File: config.mk
export PLATFORM = sky130hd
export DESIGN_NAME = bcd_count_display_flat
export DESIGN_NICKNAME = d
export VERILOG_FILES = /design/src/rtl/bcd_count_display_pkg.sv /design/src/rtl/bcd_count_display_if.sv /design/src/rtl/bcd_count_display_bcd_to_7seg.sv /design/src/rtl/bcd_count_display.sv /design/src/flat_wrapper.sv
export SDC_FILE = /design/constraint.sdc
export NUM_CORES = 1
export LEC_CHECK = 0
export CAP_MARGIN = 20
export CORE_MARGIN = 2
export CORE_UTILIZATION = 59
export DETAILED_ROUTE_END_ITERATION = 16
export PLACE_DENSITY = 0.89
export SKIP_LAST_GASP = 1
export SLEW_MARGIN = 20
export SYNTH_ARGS = -nofsm -noshare
export SYNTH_HDL_FRONTEND = slang
export SYNTH_HIERARCHICAL = 1
export SYNTH_SLANG_ARGS = --single-unit
export TNS_END_PERCENT = 30
File: constraint.sdc
create_clock -name clk -period 7.79 [get_ports clk]
set_clock_uncertainty 0.15 [all_clocks]
set_input_delay 1.558 -clock clk [delete_from_list [all_inputs] [get_ports clk]]
set_output_delay 1.558 -clock clk [all_outputs]
set_load 0.01 [all_outputs]
File: src/rtl/bcd_count_display_pkg.sv
// Shared constants for the trigger path: default digit count, scan prescaler
// width and the BCD to 7-segment table ({g,f,e,d,c,b,a}, active-high).
package bcd_count_display_pkg;

    localparam int unsigned DigitsDefault   = 6;
    localparam int unsigned ScanBitsDefault = 10;

    // Codes 10..15 never occur in a BCD digit; they blank the display.
    localparam logic [6:0] SegTable [16] = '{
        7'h3F, 7'h06, 7'h5B, 7'h4F, 7'h66, 7'h6D, 7'h7D, 7'h07,
        7'h7F, 7'h6F, 7'h00, 7'h00, 7'h00, 7'h00, 7'h00, 7'h00
    };

endpackage

File: src/rtl/bcd_count_display_if.sv
// Trigger inputs and display outputs of the counter/display block.
interface bcd_count_display_if
    import bcd_count_display_pkg::*;
#(
    parameter int unsigned DIGITS = DigitsDefault
);
    logic              inc_clk;
    logic              ref_clk;
    logic [DIGITS-1:0] trigger;
    logic [6:0]        seg;
    logic [DIGITS-1:0] dig_en;
    logic              busy;
    logic              overflow;

    modport master (
        output inc_clk, ref_clk, trigger,
        input  seg, dig_en, busy, overflow
    );

    modport slave (
        input  inc_clk, ref_clk, trigger,
        output seg, dig_en, busy, overflow
    );
endinterface

File: src/rtl/bcd_count_display_bcd_to_7seg.sv
// Purely combinational BCD digit to 7-segment decode.
module bcd_to_7seg
    import bcd_count_display_pkg::*;
(
    input  logic [3:0] bcd_i,
    output logic [6:0] seg_o
);
    assign seg_o = SegTable[bcd_i];
endmodule

File: src/rtl/bcd_count_display.sv
// BCD event counter with one-level-per-cycle carry ripple, refresh snapshot
// and a time-multiplexed 7-segment scan of the snapshot.
module bcd_count_display
    import bcd_count_display_pkg::*;
#(
    parameter int unsigned DIGITS    = DigitsDefault,
    parameter int unsigned SCAN_BITS = ScanBitsDefault
) (
    input logic               clk,
    input logic               reset,
    bcd_count_display_if.slave bus
);
    localparam int unsigned IdxW = (DIGITS > 1) ? $clog2(DIGITS) : 1;

    logic [DIGITS-1:0][3:0] count_q, count_d;
    logic [DIGITS-1:0][3:0] disp_q;
    logic [DIGITS-1:0]      carry_q, carry_d;
    logic [DIGITS-1:0]      wrap;
    logic                   overflow_q;
    logic [SCAN_BITS-1:0]   presc_q;
    logic [IdxW-1:0]        idx_q;
    logic                   busy;
    logic [6:0]             seg;

    assign busy = |carry_q;

    // While busy only the carry drives increments; new pulses are dropped.
    for (genvar i = 0; i < DIGITS; i++) begin : g_digit
        logic bump;
        assign bump       = busy ? carry_q[i] : (bus.inc_clk & bus.trigger[i]);
        assign wrap[i]    = bump && (count_q[i] == 4'd9);
        assign count_d[i] = !bump   ? count_q[i] :
                            wrap[i] ? 4'd0       : count_q[i] + 4'd1;
    end

    // The top digit's wrap falls off the end and only feeds overflow.
    assign carry_d = wrap << 1;

    always_ff @(posedge clk or posedge reset) begin
        if (reset) begin
            count_q    <= '0;
            carry_q    <= '0;
            disp_q     <= '0;
            overflow_q <= 1'b0;
        end else begin
            count_q    <= count_d;
            carry_q    <= carry_d;
            overflow_q <= overflow_q | wrap[DIGITS-1];
            if (bus.ref_clk) begin
                disp_q <= count_q;
            end
        end
    end

    always_ff @(posedge clk or posedge reset) begin
        if (reset) begin
            presc_q <= '0;
            idx_q   <= '0;
        end else begin
            presc_q <= presc_q + SCAN_BITS'(1);
            if (presc_q == '1) begin
                idx_q <= (idx_q == IdxW'(DIGITS - 1)) ? '0 : idx_q + IdxW'(1);
            end
        end
    end

    bcd_to_7seg u_bcd_to_7seg (
        .bcd_i (disp_q[idx_q]),
        .seg_o (seg)
    );

    assign bus.seg      = seg;
    assign bus.dig_en   = DIGITS'(1) << idx_q;
    assign bus.busy     = busy;
    assign bus.overflow = overflow_q;
endmodule

File: src/flat_wrapper.sv
// flat-port wrapper written by rule: the top's interface ports become plain ports
module bcd_count_display_flat import bcd_count_display_pkg::*;
#(
    parameter int unsigned DIGITS    = DigitsDefault,
    parameter int unsigned SCAN_BITS = ScanBitsDefault
)
  (clk, reset, bus_inc_clk, bus_ref_clk, bus_trigger, bus_seg, bus_dig_en, bus_busy, bus_overflow);
  bcd_count_display_if #(.DIGITS(DIGITS)) bus_i ();
  input logic clk;
  input logic reset;
  input wire logic [$bits(bus_i.inc_clk)-1:0] bus_inc_clk;
  input wire logic [$bits(bus_i.ref_clk)-1:0] bus_ref_clk;
  input wire logic [$bits(bus_i.trigger)-1:0] bus_trigger;
  output wire logic [$bits(bus_i.seg)-1:0] bus_seg;
  output wire logic [$bits(bus_i.dig_en)-1:0] bus_dig_en;
  output wire logic [$bits(bus_i.busy)-1:0] bus_busy;
  output wire logic [$bits(bus_i.overflow)-1:0] bus_overflow;
  assign bus_i.inc_clk = bus_inc_clk;
  assign bus_i.ref_clk = bus_ref_clk;
  assign bus_i.trigger = bus_trigger;
  assign bus_seg = bus_i.seg;
  assign bus_dig_en = bus_i.dig_en;
  assign bus_busy = bus_i.busy;
  assign bus_overflow = bus_i.overflow;
  bcd_count_display #(.DIGITS(DIGITS), .SCAN_BITS(SCAN_BITS)) u_core (.clk(clk), .reset(reset), .bus(bus_i));
endmodule
==> impl_metrics.prom <==
# TYPE chip_impl_metric gauge
chip_impl_metric{name="cp_num_buf_inv",unit=""} 2
chip_impl_metric{name="power_leakage",unit="nW"} 1.83
chip_impl_metric{name="drc",unit=""} 0
chip_impl_metric{name="route.detailed.vias_per_inst",unit=""} 5.98
chip_impl_info{name="critical_path.slowest_cell",value="sky130_fd_sc_hd__dfrtp_1"} 1
chip_impl_metric{name="asyncSetResetFlopFracSynth",unit=""} 1.00
chip_impl_metric{name="final_hold_viol_count",unit=""} 0
chip_impl_metric{name="tns",unit="ns"} 0
chip_impl_info{name="layout_common_cells",value="sky130_fd_sc_hd__dfrtp_1, sky130_fd_sc_hd__mux2_2, sky130_fd_sc_hd__nor2_1"} 1
chip_impl_metric{name="initial_utilization",unit=""} 0.610
chip_impl_info{name="dominant_combinational_cell_family_by_area_after_synthesis",value="multiplexers"} 1
chip_impl_metric{name="synth_enable_flop_cells",unit=""} 0
chip_impl_metric{name="setup_violations_final",unit=""} 0
chip_impl_metric{name="cts_setup_buffers",unit=""} 0
chip_impl_metric{name="vdd.ir_drop.worst",unit="V"} 0.000218
chip_impl_metric{name="p_switching",unit="mW"} 0.566
chip_impl_metric{name="synthesis.yosys.warnings",unit=""} 6
chip_impl_metric{name="syn_inst_count",unit=""} 313
chip_impl_metric{name="grt_max_degree",unit=""} 68
chip_impl_metric{name="drtPass1Iterations",unit=""} 4
chip_impl_metric{name="pins_over_their_slew_limit",unit=""} 0
chip_impl_metric{name="clock_path_buffers",unit=""} 2
chip_impl_metric{name="worstSkewPairLatency",unit="ns"} 0.34
chip_impl_metric{name="area_delta_synth_final",unit="%"} 14.2
chip_impl_metric{name="detailedPlacementHpwl",unit="um"} 5110
chip_impl_metric{name="fp.coreArea",unit="um2"} 5920
chip_impl_metric{name="gp_congestion",unit=""} 0.802
chip_impl_metric{name="dp.cells",unit=""} 403
chip_impl_metric{name="finalNetCount",unit=""} 369
chip_impl_metric{name="grt_pass1_wl",unit="um"} 12300
chip_impl_metric{name="numClockSinks",unit=""} 67
chip_impl_metric{name="synthesized_area_fraction_occupied_by_ao_oa_aoi_and_oai_cells",unit=""} 0.0780
chip_impl_info{name="worst_setup_path_end_kind",value="output pin"} 1
chip_impl_metric{name="track_usage",unit=""} 0.253
chip_impl_metric{name="p_sw_frac",unit=""} 0.353
chip_impl_info{name="most_frequent_standard_cell_in_the_layout_excluding_fill_and_tap_cells",value="sky130_fd_sc_hd__dfrtp_1"} 1
chip_impl_info{name="tritoncts_clock_tree",value="done"} 1
chip_impl_metric{name="final_cells",unit=""} 419
chip_impl_info{name="hold_class",value="flop to flop"} 1
chip_impl_metric{name="grt.overflow.total",unit=""} 0
chip_impl_info{name="cts_root_buf",value="sky130_fd_sc_hd__clkbuf_8"} 1
chip_impl_metric{name="first_global_vias",unit=""} 2482
chip_impl_metric{name="stdcell_area",unit="um2"} 4120
chip_impl_metric{name="post_synth.cell_area_avg",unit="um2"} 11.5
chip_impl_metric{name="final_period_minus_worst_setup_slack",unit="ns"} 5.12
chip_impl_metric{name="totalWireLength",unit="um"} 7560
chip_impl_metric{name="critical_path.max_stage_delay",unit="ns"} 0.79
chip_impl_metric{name="hold_buffers",unit=""} 0
chip_impl_metric{name="starting_drt_drc_count",unit=""} 199
chip_impl_metric{name="synth_seq_cells",unit=""} 67
chip_impl_metric{name="die_span_in_x",unit="um"} 82.2
chip_impl_metric{name="cp_max_fo",unit=""} 14
chip_impl_info{name="timing_worst_setup_path_type",value="flop to output pin"} 1
chip_impl_metric{name="cp.required",unit="ns"} 6.08
chip_impl_metric{name="cts_resizes",unit=""} 0
chip_impl_metric{name="synth_sequential_area_ratio",unit=""} 0.464
chip_impl_metric{name="post-place-ws",unit="ns"} 3.08
chip_impl_metric{name="drive_above_1_share",unit=""} 0.206
chip_impl_metric{name="route.antenna.remaining_nets",unit=""} 0
chip_impl_metric{name="detailed_route_via_count",unit=""} 2507
chip_impl_metric{name="placement.cell_area",unit="um2"} 3890
chip_impl_metric{name="max_cap_violations",unit=""} 0
chip_impl_metric{name="port_buffers",unit=""} 24
chip_impl_metric{name="synth_xor_xnor_area_share",unit=""} 0.0243
chip_impl_info{name="worstPathCellList",value="mux4_2 -> nand2_1 -> o21ai_0 -> inv_2 -> ha_1 -> nor2_1 -> a21oi_1 -> o22ai_1 -> clkdlybuf4s50_1"} 1
chip_impl_metric{name="r2r_setup_slack",unit="ns"} 5.61
chip_impl_metric{name="yosys.area_share.adder",unit=""} 0.0693
chip_impl_info{name="critical_path.top_delay_family",value="flip-flops"} 1
chip_impl_metric{name="synthDistinctLibCells",unit=""} 47
chip_impl_metric{name="fin_ws",unit="ns"} 2.67
chip_impl_info{name="setup.worst_path.start_class",value="flop"} 1
chip_impl_metric{name="synth_nets",unit=""} 343
chip_impl_metric{name="cp_data_arrival_time",unit="ns"} 3.41
chip_impl_metric{name="power_per_cell_area",unit="nW/um2"} 389
chip_impl_metric{name="fmax",unit="GHz"} 0.195
chip_impl_metric{name="power.share.clock",unit=""} 0.217
chip_impl_metric{name="cts.clk_slew.worst_paths",unit="ns"} 0.08
chip_impl_metric{name="post_synth_mux_area_share",unit=""} 0.178
chip_impl_info{name="grt_setup_unrepaired",value="no"} 1
chip_impl_metric{name="std_cell_rows",unit=""} 28
chip_impl_metric{name="mappedNetlistArea",unit="um2"} 3610
chip_impl_metric{name="relative_contribution_of_combinational_cells_to_total_power",unit=""} 0.390
chip_impl_metric{name="post-route-period-util",unit=""} 0.657
chip_impl_metric{name="route.detailed.wl_per_inst",unit="um"} 18.0
chip_impl_info{name="outcome",value="finished clean"} 1
chip_impl_metric{name="antennaDiodeCount",unit=""} 0
chip_impl_metric{name="power_report.internal_total",unit="mW"} 1.04
chip_impl_metric{name="worst_slew_pin_slew",unit="ns"} 0.884
chip_impl_metric{name="die_h",unit="um"} 82.2
chip_impl_metric{name="maxSlewHeadroom",unit=""} 0.404
chip_impl_metric{name="number_of_antenna_violations_at_the_first_check_in_global_routing",unit=""} 0
chip_impl_metric{name="cts_buffers",unit=""} 9
chip_impl_metric{name="clock_tree.htree_level_count",unit=""} 3
chip_impl_info{name="synth-main-ff-cell",value="sky130_fd_sc_hd__dfrtp_1"} 1
chip_impl_metric{name="pin_count",unit=""} 25
chip_impl_metric{name="synth_simple_gate_area_share",unit=""} 0.149
chip_impl_metric{name="power.share.sequential",unit=""} 0.394
chip_impl_metric{name="die_area",unit="um2"} 6760
-- metrics by stage --
stage,hold WS [ns],power [mW],util
5_1_grt,0.360,1.71,0.696
3_5_place_dp,0.319,1.24,0.657
3_3_place_gp,0.308,1.19,0.657
2_1_floorplan,0.293,1.03,-
6_report,0.323,1.60,0.696
4_1_cts,0.328,1.60,0.697
-- layout make-up --
cell class / count / area, um2
multi-input cells: 216 / 1800
clock buffers: 12 / 135
flip-flops and latches: 67 / 1680
clock inverters: 4 / 98.8
repair buffers: 25 / 243
fillers: 415 / 1800
well taps: 75 / 93.8
inverters: 20 / 75.1
-- synth_stat cells, types with 3 or more instances --
master                     number  area, um2
sky130_fd_sc_hd__xor2_1         4       35.0
sky130_fd_sc_hd__nand2b_1       7       43.8
sky130_fd_sc_hd__nor2_1        28        105
sky130_fd_sc_hd__nand3_1       14       70.1
sky130_fd_sc_hd__inv_1         19       71.3
sky130_fd_sc_hd__mux2_2        41        462
sky130_fd_sc_hd__o21ai_0        6       30.0
sky130_fd_sc_hd__a311o_1        3       30.0
sky130_fd_sc_hd__and3b_1        6       52.6
sky130_fd_sc_hd__o22ai_1        5       31.3
sky130_fd_sc_hd__nor3_1         4       20.0
sky130_fd_sc_hd__dfrtp_1       67       1680
sky130_fd_sc_hd__and2_1         5       31.3
sky130_fd_sc_hd__nand3b_1       5       37.5
sky130_fd_sc_hd__xnor2_1        6       52.6
sky130_fd_sc_hd__mux2i_1        6       60.1
sky130_fd_sc_hd__and4_1         3       26.3
sky130_fd_sc_hd__nand2_1        9       33.8
sky130_fd_sc_hd__nor2b_1        3       18.8
sky130_fd_sc_hd__ha_1          20        250
sky130_fd_sc_hd__a32oi_1        3       26.3
sky130_fd_sc_hd__and3_1         4       25.0
sky130_fd_sc_hd__clkbuf_1       5       18.8
sky130_fd_sc_hd__o211ai_1       5       37.5
sky130_fd_sc_hd__a31oi_1        4       25.0
sky130_fd_sc_hd__mux4_2         4       90.1
-- worst reg2reg max path, stage by stage (launching register included) --
cell	delay, ns
sky130_fd_sc_hd__dfrtp_1	0.47
sky130_fd_sc_hd__nor4_4	0.70
sky130_fd_sc_hd__and4_1	0.37
sky130_fd_sc_hd__mux2_2	0.37
-- power by group through the flow --
stage          Clock, mW  Combinational (mW)  Sequential, mW
6_report           0.347               0.624           0.630
5_1_grt            0.371               0.691           0.646
4_1_cts            0.354               0.623           0.626
3_5_place_dp           0               0.611           0.628
3_3_place_gp           0               0.575           0.614
2_1_floorplan          0               0.460           0.569
-- final timing paths --
path,startpoint,endpoint,cells past startpoint
setup / recovery,u_core/idx_q[0],bus_seg[3],9
hold / removal,u_core/presc_q[0],u_core/presc_q[0],1
setup reg to reg,u_core/carry_q[1],u_core/count_q[2],3
hold reg to reg,u_core/presc_q[0],u_core/presc_q[0],1
max in group asynchronous,reset,u_core/disp_q[16],3
min in group asynchronous,reset,u_core/presc_q[5],3
-- state kept, by name (all words and copies together) (netlist names) --
signal,cells
u_core/count_q,24
u_core/disp_q,24
u_core/presc_q,10
u_core/carry_q,5
u_core/idx_q,3
u_core/bus.overflow,1
-- cells by family (layout without fill, tap and decap cells) --
| family | count (synthesis) | after routing |
|---|---|---|
| buffers and inverters | 30 | 61 |
| adder cells (fa/ha/maj) | 20 | 20 |
| multiplexers | 53 | 53 |
| XOR/XNOR | 10 | 10 |
| AO/OA/AOI/OAI | 38 | 38 |
| flip-flops | 67 | 67 |
| AND/OR/NAND/NOR | 95 | 95 |
-- layer usage --
layer,part of all wire,up-vias,global-route usage
li1,-,1173,-
met1,0.42,1242,0.310
met2,0.50,67,0.407
met3,0.044,25,0.0587
met4,0.035,0,0.150
met5,0,-,0
Power figures use the tool's default switching activity.
==> RTL edit 1 (same settings) <==
Change the package constant `DigitsDefault` from 6 to 5.
--- a/src/rtl/bcd_count_display_pkg.sv
+++ b/src/rtl/bcd_count_display_pkg.sv
@@ -2,7 +2,7 @@
 // width and the BCD to 7-segment table ({g,f,e,d,c,b,a}, active-high).
 package bcd_count_display_pkg;
 
-    localparam int unsigned DigitsDefault   = 6;
+    localparam int unsigned DigitsDefault   = 5;
     localparam int unsigned ScanBitsDefault = 10;
 
     // Codes 10..15 never occur in a BCD digit; they blank the display.
Interface: changed (resized bus_dig_en and bus_trigger); port bits go from 25 to 23. The function was not compared with the original's and may differ.
==> RTL edit 1 against the original RTL <==
- cell area fell by 9.2%
- count of clock-buffer cells in the layout fell by 1
- synthesized area fell by 10%
- maximum frequency rose by 10%
- total power fell by 14%
- sequential share of layout area fell by 1.9 points
- critical endpoint is now bus_seg[1]
- sequential cell count fell by 9
- wire length fell by 19%
- worst setup slack improved by 0.48 ns
==> RTL edit 1: results (changes against the original RTL) <==
Outcome:
- Outcome: completed (unchanged).

Layout:
- The post-route non-filler standard cell count came to 393 (was 419).
- The total number of nets in the final design is 349 (was 369).
- The layout cell share with drive strength beyond 1 is 21.4% (was 20.6%).
- Biggest regs: u_core/count_q (20), u_core/disp_q (20), u_core/presc_q (10) (was u_core/count_q (24), u_core/disp_q (24), u_core/presc_q (10)).

Route:
- The met1 layer wirelength in the final routing is 2.78 mm (was 3.16 mm).
- The total wirelength of the detailed-routed design is 6.14 mm (was 7.56 mm).
- The starting DRC count in detailed routing is 150 (was 199).
- The met3 layer wire length in the routed design is 190 µm (was 329 µm).
- The number of vias per cell is 5.77 (was 5.98).
- The wire length on met2 is 3.05 mm (was 3.80 mm).

Yosys:
- Synth cell count leaders: sky130_fd_sc_hd__dfrtp_1, sky130_fd_sc_hd__mux2_2, sky130_fd_sc_hd__ha_1, sky130_fd_sc_hd__nor2_1, sky130_fd_sc_hd__inv_1 (was sky130_fd_sc_hd__dfrtp_1, sky130_fd_sc_hd__mux2_2, sky130_fd_sc_hd__nor2_1, sky130_fd_sc_hd__ha_1, sky130_fd_sc_hd__inv_1).
- The count of cell types in the netlist is 44 (was 47).
- The number of nets in the synthesized netlist is 326 (was 343).
- The sequential cell area fraction in the yosys report is 44.8% (was 46.4%).
- Cell types occupying the most area after synthesis: sky130_fd_sc_hd__dfrtp_1, sky130_fd_sc_hd__mux2_2, sky130_fd_sc_hd__ha_1 (unchanged).

Placed design:
- The HPWL reported at the end of detailed placement came to 4.19 mm (was 5.11 mm).
- The worst slack after detailed placement was 3.50 ns (was 3.08 ns).
- The instance area at placement is 3490 µm² (was 3890 µm²).
- The routability congestion estimate from global placement is 0.793 (was 0.802).
- The count of input and output buffers is 22 (was 24).

Power:
- The power density normalized to cell area is 370 nW/µm² (was 389 nW/µm²).
- The static leakage was 1.64 nW (was 1.83 nW).
- The internal power summed over all cells is 0.919 mW (was 1.04 mW).
- The maximum ir drop on the vdd rail is 0.000216 V (was 0.000218 V).
- The power in combinational cells is 0.506 mW (was 0.624 mW).

GRT:
- The global routing met3 resource utilization was 4.71% (was 5.87%).
- The first-pass GRT wire length was 10.6 mm (was 12.3 mm).
- The number of global-route vias before repair is 2256 (was 2482).
- The global-route usage over all layers came to 22.5% (was 25.3%).
- The met2 track utilization from global routing is 36.5% (was 40.7%).
- The maximum number of pins on one net before global-route repair was 59 (was 68).

Timing:
- The ratio of final minimum period to clock period is 59.5% (was 65.7%).

Critical path:
- The reg-to-reg setup timing slack is 5.78 ns (was 5.61 ns).
- The maximum fanout along the worst path is 12 (was 14).
- The maximum single-stage delay on the critical path is 0.61 ns (was 0.79 ns).
- The data arrival time of the critical path was 2.93 ns (was 3.41 ns).

Clock tree:
- The clock-pin slew on the worst setup and hold paths is 0.06 ns (was 0.08 ns).
RTL edit 1: worst paths after layout:
path / startpoint / to / cells after the start
setup / recovery: u_core/idx_q[0] / bus_seg[1] / 7
hold / removal: u_core/presc_q[0] / u_core/presc_q[0] / 1
setup reg to reg: u_core/carry_q[2] / u_core/count_q[1] / 3
hold reg to reg: u_core/presc_q[0] / u_core/presc_q[0] / 1
max in group asynchronous: reset / u_core/disp_q[2] / 3
min in group asynchronous: reset / u_core/presc_q[1] / 3
RTL edit 1: cell families after synthesis:
family	count (synthesis)	synth area share, %
AND/OR/NAND/NOR	86	14.8
flip-flops	58	44.8
AO/OA/AOI/OAI	45	8.99
multiplexers	44	16.2
buffers and inverters	31	4.36
adder cells (fa/ha/maj)	22	8.49
XOR/XNOR	9	2.43
RTL edit 1: final cells by class:
type                    count  area (µm²)
fillers                   363        1460
clock buffers              11         151
clock inverters             5         100
repair buffers             23         228
flip-flops and latches     58        1450
inverters                  20        75.1
well taps                  70        87.6
multi-input cells         206        1650
==> RTL edit 2 (same settings) <==
Without the edit above. Make the reset (`reset`) synchronous in 2 clocked blocks.
--- a/src/rtl/bcd_count_display.sv
+++ b/src/rtl/bcd_count_display.sv
@@ -36,7 +36,7 @@
     // The top digit's wrap falls off the end and only feeds overflow.
     assign carry_d = wrap << 1;
 
-    always_ff @(posedge clk or posedge reset) begin
+    always_ff @(posedge clk) begin
         if (reset) begin
             count_q    <= '0;
             carry_q    <= '0;
@@ -52,7 +52,7 @@
         end
     end
 
-    always_ff @(posedge clk or posedge reset) begin
+    always_ff @(posedge clk) begin
         if (reset) begin
             presc_q <= '0;
             idx_q   <= '0;
Formal check against the unedited RTL: differs if reset is asserted again (counterexample within 4 cycles, from zero or initial values and one cycle with reset high); with reset held inactive, the same outputs for 10 cycles.
==> RTL edit 2 against the original RTL <==
- worst setup slack improved by 0.012 ns
- wire length decreased by 2.4%
- non-clock buffer count increased by 1
- via count increased by 19%
- cell area increased by 0.52%
- synthesized area increased by 1.9%
- sequential cell count unchanged
- highest routed layer unchanged
Power is not compared: it rests on default switching activity, and its combinational part moved more than twofold at a synthesized area within 25%.
==> RTL edit 2: results (changes against the original RTL) <==
Outcome:
- Outcome: completed (unchanged).

Route:
- The number of vias per cell is 6.04 (was 5.98).
- The met1 layer wirelength in the final routing came to 3.48 mm (was 3.16 mm).
- The met3 layer wire length in the routed design was 289 µm (was 329 µm).
- The starting DRC count in detailed routing is 190 (was 199).
- The number of iterations in the first detailed-routing pass is 5 (was 4).

Yosys:
- The sequential cell area fraction in the yosys report came to 36.5% (was 46.4%).
- The main combinational cell family by area after synthesis is simple AND/OR/NAND/NOR gates (was multiplexers).
- The count of cell types in the netlist is 59 (was 47).
- The share of the synthesized netlist area taken by xor and xnor gates is 0.952% (was 2.43%).
- Cell types occupying the most area after synthesis: sky130_fd_sc_hd__dfxtp_1, sky130_fd_sc_hd__mux2i_1, sky130_fd_sc_hd__ha_1 (was sky130_fd_sc_hd__dfrtp_1, sky130_fd_sc_hd__mux2_2, sky130_fd_sc_hd__ha_1).
- The arithmetic-cell share of the synthesized area counting full adders, half adders and majority gates came to 6.80% (was 6.93%).
- The number of cells produced by synthesis is 398 (was 313).
- The share of the synthesized area in compound gates (AO/OA/AOI/OAI) is 11.0% (was 7.80%).
- The share of Yosys cell area claimed by the top area cell type is 36.5% (was 46.4%).

Critical path:
- The data arrival time of the critical path came to 3.40 ns (was 3.41 ns).
- The reg-to-reg setup timing slack came to 5.53 ns (was 5.61 ns).
- The end point of the critical path is bus_seg[1] (was bus_seg[3]).
- The worst-path cell with the longest stage delay is sky130_fd_sc_hd__dfxtp_1 (was sky130_fd_sc_hd__dfrtp_1).
- The startpoint of the lowest-slack register-to-register path is u_core/carry_q[1] (unchanged).
- The cell type group with the largest total delay on the critical path is buffers and inverters (was flip-flops).

Timing:
- The remaining max-slew budget at the tightest pin was 32.1% (was 40.4%).
- The post-route worst setup slack is 2.69 ns (was 2.67 ns).

GRT:
- The first-pass GRT wire length is 12.6 mm (was 12.3 mm).
- The maximum number of pins on one net before global-route repair was 87 (was 68).
- The global-route usage over all layers came to 21.9% (was 25.3%).
- The global routing usage on met1 was 27.7% (was 31.0%).
- The met2 track utilization from global routing was 37.5% (was 40.7%).
- The number of global-route vias before repair was 2829 (was 2482).

Layout:
- The number of filler cells placed in the layout was 450 (was 415).
- The total number of nets in the final design came to 445 (was 369).
- The post-route non-filler standard cell count is 495 (was 419).
- The layout cell share with drive strength beyond 1 is 10.7% (was 20.6%).
- The final design instance area without fill is 4140 µm² (was 4120 µm²).

Worst hold path:
- The worst min-delay path startpoint is u_core/bus.overflow (was u_core/presc_q[0]).
- The end point of the worst hold path is u_core/bus.overflow (was u_core/presc_q[0]).

Placed design:
- The worst slack after detailed placement came to 3.05 ns (was 3.08 ns).
- The HPWL reported at the end of detailed placement is 5.11 mm (about the same).
## RTL edit 2: cell count changes after synthesis, moves of 11 or more
cell                      change
sky130_fd_sc_hd__mux2i_1     +31
sky130_fd_sc_hd__nor3b_1     +12
sky130_fd_sc_hd__a21oi_1     +12
sky130_fd_sc_hd__mux2_2      -34
sky130_fd_sc_hd__dfxtp_1     +67
sky130_fd_sc_hd__nor2_1      +11
sky130_fd_sc_hd__dfrtp_1     -67
## RTL edit 2: cell type report
class | instances | area share (%)
well taps | 75 | 2.27
inverters | 22 | 1.99
repair buffers | 26 | 6.04
clock inverters | 7 | 1.96
flip-flops and latches | 67 | 32.4
multi-input cells | 289 | 52.4
clock buffers | 9 | 2.99
## RTL edit 2: power groups by stage
stage	combinational (mW)	sequential, mW	clock [mW]
after floorplan	0.0435	0.363	0
after global placement	0.0545	0.366	0
after detailed placement	0.0565	0.367	0
after CTS	0.0570	0.358	0.304
after global routing	0.0635	0.360	0.316
final	0.0570	0.359	0.299
